--- config.mk ---
export PLATFORM = sky130hd
export DESIGN_NAME = alu_cmd_issuer
export DESIGN_NICKNAME = d
export VERILOG_FILES = /design/src/rtl/alu_cmd_issuer.sv
export SDC_FILE = /design/constraint.sdc
export NUM_CORES = 1
export LEC_CHECK = 0
export CAP_MARGIN = 40
export CORE_MARGIN = 2
export CORE_UTILIZATION = 49
export DETAILED_ROUTE_END_ITERATION = 10
export PLACE_DENSITY = 0.81
export SLEW_MARGIN = 20
export SYNTH_ARGS = -nofsm -noshare
export SYNTH_HDL_FRONTEND = slang
export SYNTH_SLANG_ARGS = --single-unit
--- constraint.sdc ---
create_clock -name clock -period 2.8 [get_ports clock]
set_clock_uncertainty 0.2 [all_clocks]
set_input_delay 0.42 -clock clock [delete_from_list [all_inputs] [get_ports clock]]
set_output_delay 0.42 -clock clock [all_outputs]
set_load 0.05 [all_outputs]
--- src/rtl/alu_cmd_issuer.sv ---
// Command-side initiator for the 8-bit registered ALU: FIFO-buffered requests, one op in flight,
// tagged responses. Optional divide-by-zero trap enabled by `define ALU_ISSUER_DIV0_CHECK_EN.
module alu_cmd_issuer #(
  parameter int unsigned DEPTH = 4,
  parameter int unsigned TAG_W = 4
) (
  input  logic                     clock,
  input  logic                     reset,
  input  logic                     cmd_valid,
  output logic                     cmd_ready,
  input  logic [7:0]               cmd_a,
  input  logic [7:0]               cmd_b,
  input  logic [3:0]               cmd_op,
  input  logic [TAG_W-1:0]         cmd_tag,
  output logic [7:0]               alu_a,
  output logic [7:0]               alu_b,
  output logic [3:0]               alu_sel,
  input  logic [7:0]               alu_out,
  input  logic                     alu_carry,
  output logic                     rsp_valid,
  input  logic                     rsp_ready,
  output logic [7:0]               rsp_result,
  output logic                     rsp_carry,
  output logic [TAG_W-1:0]         rsp_tag,
  output logic                     rsp_err,
  output logic [$clog2(DEPTH):0]   fifo_count,
  output logic                     busy
);

  localparam int unsigned PTR_W = $clog2(DEPTH);
  localparam int unsigned CNT_W = PTR_W + 1;
  localparam logic [CNT_W-1:0] FULL = CNT_W'(DEPTH);

  typedef struct packed {
    logic [7:0]       a;
    logic [7:0]       b;
    logic [3:0]       op;
    logic [TAG_W-1:0] tag;
  } entry_t;

  typedef enum logic [1:0] {IDLE, DRIVE, WAIT, RESP} state_t;

  state_t             state, state_next;
  entry_t             mem [DEPTH];
  entry_t             head;
  logic [PTR_W-1:0]   wr_ptr, rd_ptr;
  logic               push, pop, fifo_empty;
  logic               issue, head_div0;
  logic [3:0]         inf_op;
  logic [TAG_W-1:0]   inf_tag;
  logic               inf_err;

  assign fifo_empty = (fifo_count == '0);
  assign cmd_ready  = (fifo_count != FULL);
  assign push       = cmd_valid && cmd_ready;
  assign pop        = issue;
  assign head       = mem[rd_ptr];
  assign rsp_valid  = (state == RESP);
  assign busy       = (state != IDLE) || !fifo_empty;

`ifdef ALU_ISSUER_DIV0_CHECK_EN
  assign head_div0 = (head.op == 4'b0011) && (head.b == '0);
`else
  assign head_div0 = 1'b0;
`endif

  always_ff @(posedge clock) begin
    if (push) mem[wr_ptr] <= '{a: cmd_a, b: cmd_b, op: cmd_op, tag: cmd_tag};
  end

  always_ff @(posedge clock or posedge reset) begin
    if (reset) begin
      wr_ptr     <= '0;
      rd_ptr     <= '0;
      fifo_count <= '0;
    end else begin
      if (push) wr_ptr <= wr_ptr + 1'b1;
      if (pop)  rd_ptr <= rd_ptr + 1'b1;
      case ({push, pop})
        2'b10:   fifo_count <= fifo_count + 1'b1;
        2'b01:   fifo_count <= fifo_count - 1'b1;
        default: fifo_count <= fifo_count;
      endcase
    end
  end

  always_ff @(posedge clock or posedge reset) begin
    if (reset) state <= IDLE;
    else       state <= state_next;
  end

  // A trapped divide skips DRIVE and enters WAIT directly, so its response
  // appears one clock earlier than an issued op and the ALU inputs stay put.
  always_comb begin
    state_next = state;
    issue      = 1'b0;
    case (state)
      IDLE:  issue = !fifo_empty;
      DRIVE: state_next = WAIT;
      WAIT:  state_next = RESP;
      RESP: begin
        if (rsp_ready) begin
          issue = !fifo_empty;
          if (fifo_empty) state_next = IDLE;
        end
      end
      default: state_next = IDLE;
    endcase
    if (issue) state_next = head_div0 ? WAIT : DRIVE;
  end

  always_ff @(posedge clock or posedge reset) begin
    if (reset) begin
      alu_a      <= '0;
      alu_b      <= '0;
      alu_sel    <= '0;
      inf_op     <= '0;
      inf_tag    <= '0;
      inf_err    <= 1'b0;
      rsp_result <= '0;
      rsp_carry  <= 1'b0;
      rsp_tag    <= '0;
      rsp_err    <= 1'b0;
    end else begin
      if (issue) begin
        inf_op  <= head.op;
        inf_tag <= head.tag;
        inf_err <= head_div0;
        if (!head_div0) begin
          alu_a   <= head.a;
          alu_b   <= head.b;
          alu_sel <= head.op;
        end
      end
      if (state == WAIT) begin
        rsp_result <= inf_err ? 8'h00 : alu_out;
        rsp_carry  <= !inf_err && (inf_op == 4'b0000) && alu_carry;
        rsp_tag    <= inf_tag;
        rsp_err    <= inf_err;
      end
    end
  end

endmodule

== After elaboration in Yosys (flattened, before gate mapping) ==
Memory sizes are Yosys's and may differ from the RTL's. A register that Yosys moved wholly into a read port is not among the register bits.
Cells that the tools add are included.
Word-level totals
  flip-flop bits (word level): 22
  bits in latches: 0
  memory bits (writable): 96
  bits in read-only memories: 0
  input port bits: 37
  output and inout bits: 40
  logic and storage cells: 40
  memories: 1
Memory list
  mem: depth 4, width 24, read ports 1, clocked after Yosys merged registers in 1, write ports 1, RTL line 44  | entry_t mem [DEPTH];
Operators by class
  $add $sub $neg: 4
  multiply operators: 0
  divide/modulo/power cells: 0
  magnitude comparators: 0
  eq/ne operators: 8
  shift operators: 0
  multiplexer cells: 9
  bitwise operators: 0
  reduce and logical (&&, ||, !) cells: 11
Operator list (count)
  $eq 2x2->1 const B: 3
  $mux 2: 3
  $ne 3x1->1 const B: 2
  $pmux 2 s3: 1
  $pmux 3 s2: 1
  $add 2x1->2 const B: 2
  $eq 2x1->1 const B: 2
  $logic_not 4->1: 1
  $reduce_bool 2->1: 2
  $reduce_bool 4->1: 1
  $add 3x1->3 const B: 1
  $logic_not 3->1: 1
  $mux 1: 3
  $ne 3x3->1 const B: 1
  $reduce_and 3->1: 1
  $sub 3x1->3 const B: 1
  $logic_and 1x1->1: 2
  $logic_not 2->1: 1
  $pmux 1 s2: 1
  $logic_not 1->1: 1
  $logic_or 1x1->1: 1

== Longest topological paths before layout ==
Gate-level depths: netlist of run 1.
  word-level depth: 6
  mapped depth: 11
  gate-level depth less buffers: 10

== Worst setup path after synthesis of run 1 ==
OpenSTA, ideal clock, no wires.
  path kind: register to register
  start: register state[1]
  end: register fifo_count[2]
  data arrival time: 2.681 ns
  setup slack: -0.163 ns
  cell stages (with the launch flop): 11
  path buffers: 1
  period minus slack after synthesis: 2.963 ns
  cell sequence: dfrtp_1 > ha_1 > a21oi_2 > nor3_4 > buf_6 > ha_1 > inv_1 > fa_1 > xor2_1 > nor2_1 > xor2_1
Between the ends
  longest elaborated chain between the ends: 4
  elaborated cells between the ends (all ways): 7
  classes of those cells: eq/ne (3); mux (2); reduce/logical (2)
Ends and longest elaborated chain
  start: declaration: RTL line 43  | state_t state, state_next;
  start signal: assignment: RTL line 89  | else state <= state_next;
  $eq 2x2->1 (*)
  named net rsp_valid: RTL line 20  | output logic rsp_valid,
  $pmux 1 s2 (*): RTL line 97  | case (state)
  named net issue: RTL line 48  | logic issue, head_div0;
  $eq 2x1->1 or $eq 2x2->1 (tied branches): RTL line 79  | case ({push, pop})
  $pmux 3 s2 or $reduce_bool 2->1 (tied branches)
  end signal: assignment: RTL line 80  | 2'b10: fifo_count <= fifo_count + 1'b1;
  end signal: assignment: RTL line 81  | 2'b01: fifo_count <= fifo_count - 1'b1;
  end signal: assignment: RTL line 82  | default: fifo_count <= fifo_count;
  end: declaration: RTL line 26  | output logic [$clog2(DEPTH):0] fifo_count,
Mark *: on every way through the listed nets, which the timed path passes. The rest lies on a longest branch.
A chain may end at the register's enable or synchronous reset.

== Worst setup path after layout of run 1 ==
  start: register fifo_count[1]
  end: output port cmd_ready
Between the ends
  longest elaborated chain between the ends: 1
Ends and longest elaborated chain
  $ne 3x3->1: RTL line 54  | assign cmd_ready = (fifo_count != FULL);
  end: declaration: RTL line 10  | output logic cmd_ready,
Every way passes these cells.

==> results of run 1 <==
==> placed cells by master (no fill, tap or decap), drive strengths merged, types with 2 or more instances in the layout <==
cell type and instances:
edfxtp 96, clkdlybuf4s50 75, dfrtp 46, mux2 37
mux4 24, clkbuf 21, inv 13, ha 10
buf 8, xor2 4, and3 4, clkinv 4
bufinv 3, nor3 2, and3b 2, a41o 2
a311oi 2, xnor2 2
==> worst paths after layout <==
path	start	end	slack, ps	cells after the start
max	fifo_count[1]	cmd_ready	160	2
max in group asynchronous	reset	fifo_count[2]	1680	3
min	reset	rsp_result[3]	180	2
min reg2reg	alu_a[5]	alu_a[5]	300	1
min in group clock	alu_a[5]	alu_a[5]	300	1
max reg2reg	state[0]	fifo_count[2]	310	9
==> flip-flops by register name (all words and copies together), names as in the netlist <==
register    cells
mem            96
alu_a           8
alu_b           8
rsp_result      8
inf_op          4
inf_tag         4
rsp_tag         4
fifo_count      3
rd_ptr          2
state           2
wr_ptr          2
rsp_carry       1
==> through the flow <==
step | cell area (µm²) | hold WS [ps] | util (%)
after floorplan | 5534 | 274.9 | -
after global placement | 6466 | 287.5 | 59.13
after detailed placement | 6466 | 293.9 | 59.13
after CTS | 7093 | 193.3 | 64.86
after global routing | 7093 | 211.3 | 64.86
final | 7093 | 177.7 | 64.86
==> cell usage after synthesis, drive strengths merged, types with 2 or more instances <==
cell,n,area [µm²]
a311oi,2,17.52
a41o,2,20.02
and3,4,25.02
and3b,2,17.52
buf,8,72.56
clkbuf,2,7.510
dfrtp,46,1151
edfxtp,96,2883
ha,10,125.1
inv,10,37.54
mux2,37,424.2
mux4,24,540.5
nor3,2,32.53
xnor2,2,17.52
xor2,4,35.03
==> worst max-delay path, cell delays in order, from the launching register on <==
cell and delay [ps]:
dfrtp_1 430, or3b_4 460, clkdlybuf4s50_1 730
==> routing by layer <==
layer	up-vias	share of wire, %	wire length [µm]
met3	13	4.4	443
met1	1430	42	4204
met2	72	52	5236
met5	-	0	0
met4	0	1.5	151
li1	1232	-	-
==> power by group through the flow <==
| stage | clock network (W) | logic [W] | registers [W] |
|---|---|---|---|
| 6_report | 0.00234 | 0.00364 | 0.00328 |
| 3_3_place_gp | 0 | 0.00357 | 0.00329 |
| 5_1_grt | 0.00249 | 0.00387 | 0.00336 |
| 4_1_cts | 0.00238 | 0.00369 | 0.00329 |
| 2_1_floorplan | 0 | 0.00179 | 0.00412 |
| 3_5_place_dp | 0 | 0.00366 | 0.00332 |
==> area by class of cell <==
type | instances | area (µm²)
fill | 756 | 3842
inverter | 10 | 37.54
tap | 140 | 175.2
clock buffer | 21 | 471.7
multi-input combinational | 104 | 1381
sequential | 142 | 4036
timing repair buffer | 83 | 835.8
clock inverter | 11 | 155.1
==> kinds of logic (layout without fill, tap and decap cells) <==
kind of cell	Yosys count	count (layout)	synth area share (%)
buffers and inverters	20	125	2.128
xor gates and xnor gates	6	6	0.9506
adders and majority gates	11	11	2.626
and+or+nand+nor	15	15	2.173
DFF	142	142	72.97
other	1	1	0.06784
AOI/OAI and AO/OA	9	9	1.449
muxes	62	62	17.63
==> results.json, run 1 <==
{
  "cts.path.max_buffers": 2,
  "clkLatencyLatePin_ps": 400,
  "clk_pin_slew_ps": 60,
  "hold_class": "in2async",
  "antenna_found_initial": 0,
  "syn_inst": 266,
  "finalCritPeriodShare_pct": 94.33,
  "routed_wl_mm": 10.04,
  "htreeDepth": 4,
  "first_pass_iters": 4,
  "power_switching_w": 0.003258,
  "finish.net_count": 406,
  "cts_hold_buf": 0,
  "crit_path_start_kind": "flip-flop",
  "ys_seq_area_share_pct": 72.97,
  "io_pins": 77,
  "die_x_um": 110.2,
  "fin_total_pwr_w": 0.009255,
  "cap_viol_max_count": 0,
  "die_area_um2": 12150,
  "required_ps": 2180,
  "synth_cell_types": 34,
  "status": "complete, no violations",
  "start_util_pct": 50.55,
  "ys.flop_type": "edfxtp_1",
  "power_frac_comb_pct": 39.3,
  "route.detailed.drc": 0,
  "overflow": 0,
  "setup_tns_ps": 0,
  "stdcell_count": 511,
  "path_class": "reg2out",
  "grt_use_total_pct": 18.60,
  "critPathArrivalTime_ps": 2020,
  "dp.cells": 479,
  "tightest_slew_ps": 676.9,
  "avgSynthCellArea_um2": 20.78,
  "internal_power_w": 0.005997,
  "ant_nets": 0,
  "max_clock_freq_mhz": 378.6,
  "grt_max_degree": 28,
  "seqPwrFrac_pct": 35.4,
  "port_buffers": 75,
  "synth_edf_count": 96,
  "timing.final.crit_period_ps": 2641,
  "wl_per_cell_um": 19.64,
  "use_met3_pct": 4.821,
  "switching_share_pct": 35.20,
  "syn_to_final_growth_pct": 28.32,
  "use_met1_pct": 22.79,
  "cts_sinks": 142,
  "power.share.clock_pct": 25.2,
  "place_congestion": 0.7735,
  "yosysWarnings": 0,
  "slew_headroom_pct": 54.87,
  "groute.layer.met2.usage_pct": 31.46,
  "die_h_um": 110.2,
  "rows": 38,
  "cts_made_buffers": 17,
  "via_per_inst": 5.376,
  "p_leak_nw": 2.617,
  "design.core.area_um2": 10940,
  "drv_slew": 0,
  "setup_violations": 0,
  "grt_pass1_wl_mm": 15.90,
  "p_per_area_nw_per_um2": 1305,
  "cts_resized": 0,
  "synthesis.nets": 314,
  "hpwl_mm": 6.065,
  "async_flop_share_pct": 32.39,
  "hold_viol": 0,
  "busiest_layer": "met2",
  "pre_cts_ws_ps": 162.5,
  "critPathMaxFanout": 6,
  "clockRootBuffer": "clkbuf_16",
  "grt_pass1_vias": 2952,
  "n_antenna_cell": 0,
  "cp-end-kind": "primary output",
  "drive_gt1_share_pct": 29.11,
  "drt_iter0_drc": 191,
  "num_vias": 2747,
  "rsz0062_at_grt": "no",
  "ys_seq_elements": 142,
  "timing.final.ws_setup_ps": 158.8,
  "synthesis.area_um2": 5528,
  "peakVddDrop_uv": 617.7,
  "postCtsSetupBuffers": 0,
  "cts_tree": "done"
}
No activity file was read; power rests on OpenSTA's default activity.
==> run 2: changes to the inputs <==
Settings changed: CORE_UTILIZATION 49 to 56, DONT_BUFFER_PORTS from default to 1, PLACE_DENSITY 0.81 to 0.79, SLEW_MARGIN 20 to default.
==> run 2 against run 1 <==
Net effect: die area down 12%; count of clock-buffer cells in the layout up 1; via count down 3.7%; global-route usage up 0.54 points; sequential cell count unchanged; largest cell class unchanged.
==> results.json, run 2 (same netlist as run 1, synthesis figures left out) <==
{
  "crit_chain": "buf_4 > nor3_4 > nand2_1",
  "die_h_um": 103.4,
  "hpwl_mm": 5.597,
  "status": "complete, no violations",
  "cts_resized": 0,
  "timing.final.ws_setup_ps": 274.8,
  "io_pins": 77,
  "slew_headroom_pct": 56.46,
  "rows": 36,
  "overflow": 0,
  "fin_total_pwr_w": 0.008559,
  "holdPathStages": 2,
  "drt_iter0_drc": 97,
  "htreeDepth": 4,
  "required_ps": 2180,
  "hold_viol": 0,
  "layout_commonest_cell": "edfxtp_1",
  "hold_class": "in2reg",
  "setup_tns_ps": 0,
  "syn_to_final_growth_pct": 20.73,
  "start_util_pct": 57.08,
  "path_class": "reg2out",
  "routed_wl_mm": 9.443,
  "clockRootBuffer": "clkbuf_8",
  "tightest_slew_ps": 653.1,
  "critPathMaxFanout": 8,
  "grt_max_degree": 28,
  "r2r_slack_ps": 280,
  "cp-end-kind": "primary output",
  "postCtsSetupBuffers": 0,
  "drive_gt1_share_pct": 33.23,
  "drv_slew": 0,
  "timing.rr.end": "fifo_count[2]",
  "rsz0062_at_grt": "no",
  "crit_path_start_kind": "flip-flop",
  "fill_cells": 608,
  "n_antenna_cell": 0,
  "cts.path.max_buffers": 2,
  "finalCritPeriodShare_pct": 90.18,
  "largest_register_ffs": 96,
  "p_leak_nw": 2.471,
  "die_x_um": 103.4,
  "min_from": "rsp_ready",
  "peakVddDrop_uv": 584.5,
  "min_to": "state[0]",
  "via_per_inst": 5.626,
  "antenna_found_initial": 0,
  "cts_made_buffers": 17,
  "design.core.area_um2": 9684,
  "pre_cts_ws_ps": 302.5,
  "rr_worst_depth": 9,
  "p_per_area_nw_per_um2": 1282,
  "hold_ws_ps": 96.98,
  "timing.final.crit_period_ps": 2525,
  "die_area_um2": 10680,
  "setup_violations": 0,
  "cts_tree": "done",
  "grt_pass1_vias": 2758,
  "grt_use_total_pct": 19.14,
  "final_cell_mix": "edfxtp_1 (96), dfrtp_1 (44), dlygate4sd3_1 (36)",
  "wl_per_cell_um": 20.09,
  "finish.net_count": 372,
  "grt_pass1_wl_mm": 14.47,
  "path_delay_family": "simple AND/OR/NAND/NOR gates",
  "cts_hold_buf": 36,
  "crit_buf_inv": 1,
  "place_congestion": 0.7924,
  "port_buffers": 0,
  "critPathArrivalTime_ps": 1910,
  "dp.cells": 402,
  "max_clock_freq_mhz": 396.0,
  "first_pass_iters": 4,
  "num_vias": 2644,
  "largest_register": "mem",
  "clkLatencyLatePin_ps": 510,
  "r2r-start": "state[0]",
  "cap_viol_max_count": 0,
  "clk_pin_slew_ps": 60,
  "max_stage_delay_ps": 400,
  "ant_nets": 0,
  "stdcell_count": 470,
  "cpMaxStageDelayCell": "nor3_4",
  "cts_sinks": 142,
  "route.detailed.drc": 0
}
==> run 2: changes by cell type in the layout (fill, tap and decap cells not counted), sizes merged <==
cell / change
clkdlybuf4s50: -75
dlygate4sd3: +36
buf: +5
inv: -2
bufinv: -1
clkbuf: +1
clkinv: +1
clkinvlp: +1
==> run 2: final cells by class <==
type	instances	area, µm²	area share (%)
Tap cell	133	166.4	2.493
Clock inverter	10	116.4	1.744
Clock buffer	22	452.9	6.787
Inverter	10	37.54	0.5624
Timing Repair Buffer	49	483.0	7.237
Sequential cell	142	4036	60.48
Multi-Input combinational cell	104	1381	20.70
==> run 2: layer usage <==
layer	global-route usage, %	vias to the layer above	routed length, µm	share of wire (%)
met3	4.772	16	382	4.0
met2	30.92	65	5025	53
li1	-	1165	-	-
met4	9.211	0	204	2.2
met5	0	-	0	0
met1	24.59	1398	3831	41
==> run 2: power by group <==
part / switching [W] / internal (W)
Sequential: 0.00128 / 0.00291
Combinational: 0.00108 / 0.00117
Clock: 0.000810 / 0.00131
Total: 0.00317 / 0.00539
==> run 2: how the worst max path moves through the flow <==
stage                             start             to  slack (ps)  depth (start not counted)
after floorplan                state[1]  fifo_count[2]          50                         10
after global placement    fifo_count[1]  fifo_count[2]         400                          9
after detailed placement       state[1]  fifo_count[2]         300                          9
after CTS                 fifo_count[2]           busy         260                          3
after global routing           state[0]  fifo_count[2]         130                          9
final                     fifo_count[2]           busy         270                          3
==> run 2: metrics by stage <==
step                util [%]  instance area, µm²
finish                 68.91                6674
global route           68.91                6674
CTS                    68.91                6674
detailed placement     59.32                5744
global placement       59.32                5744
floorplan                  -                5534
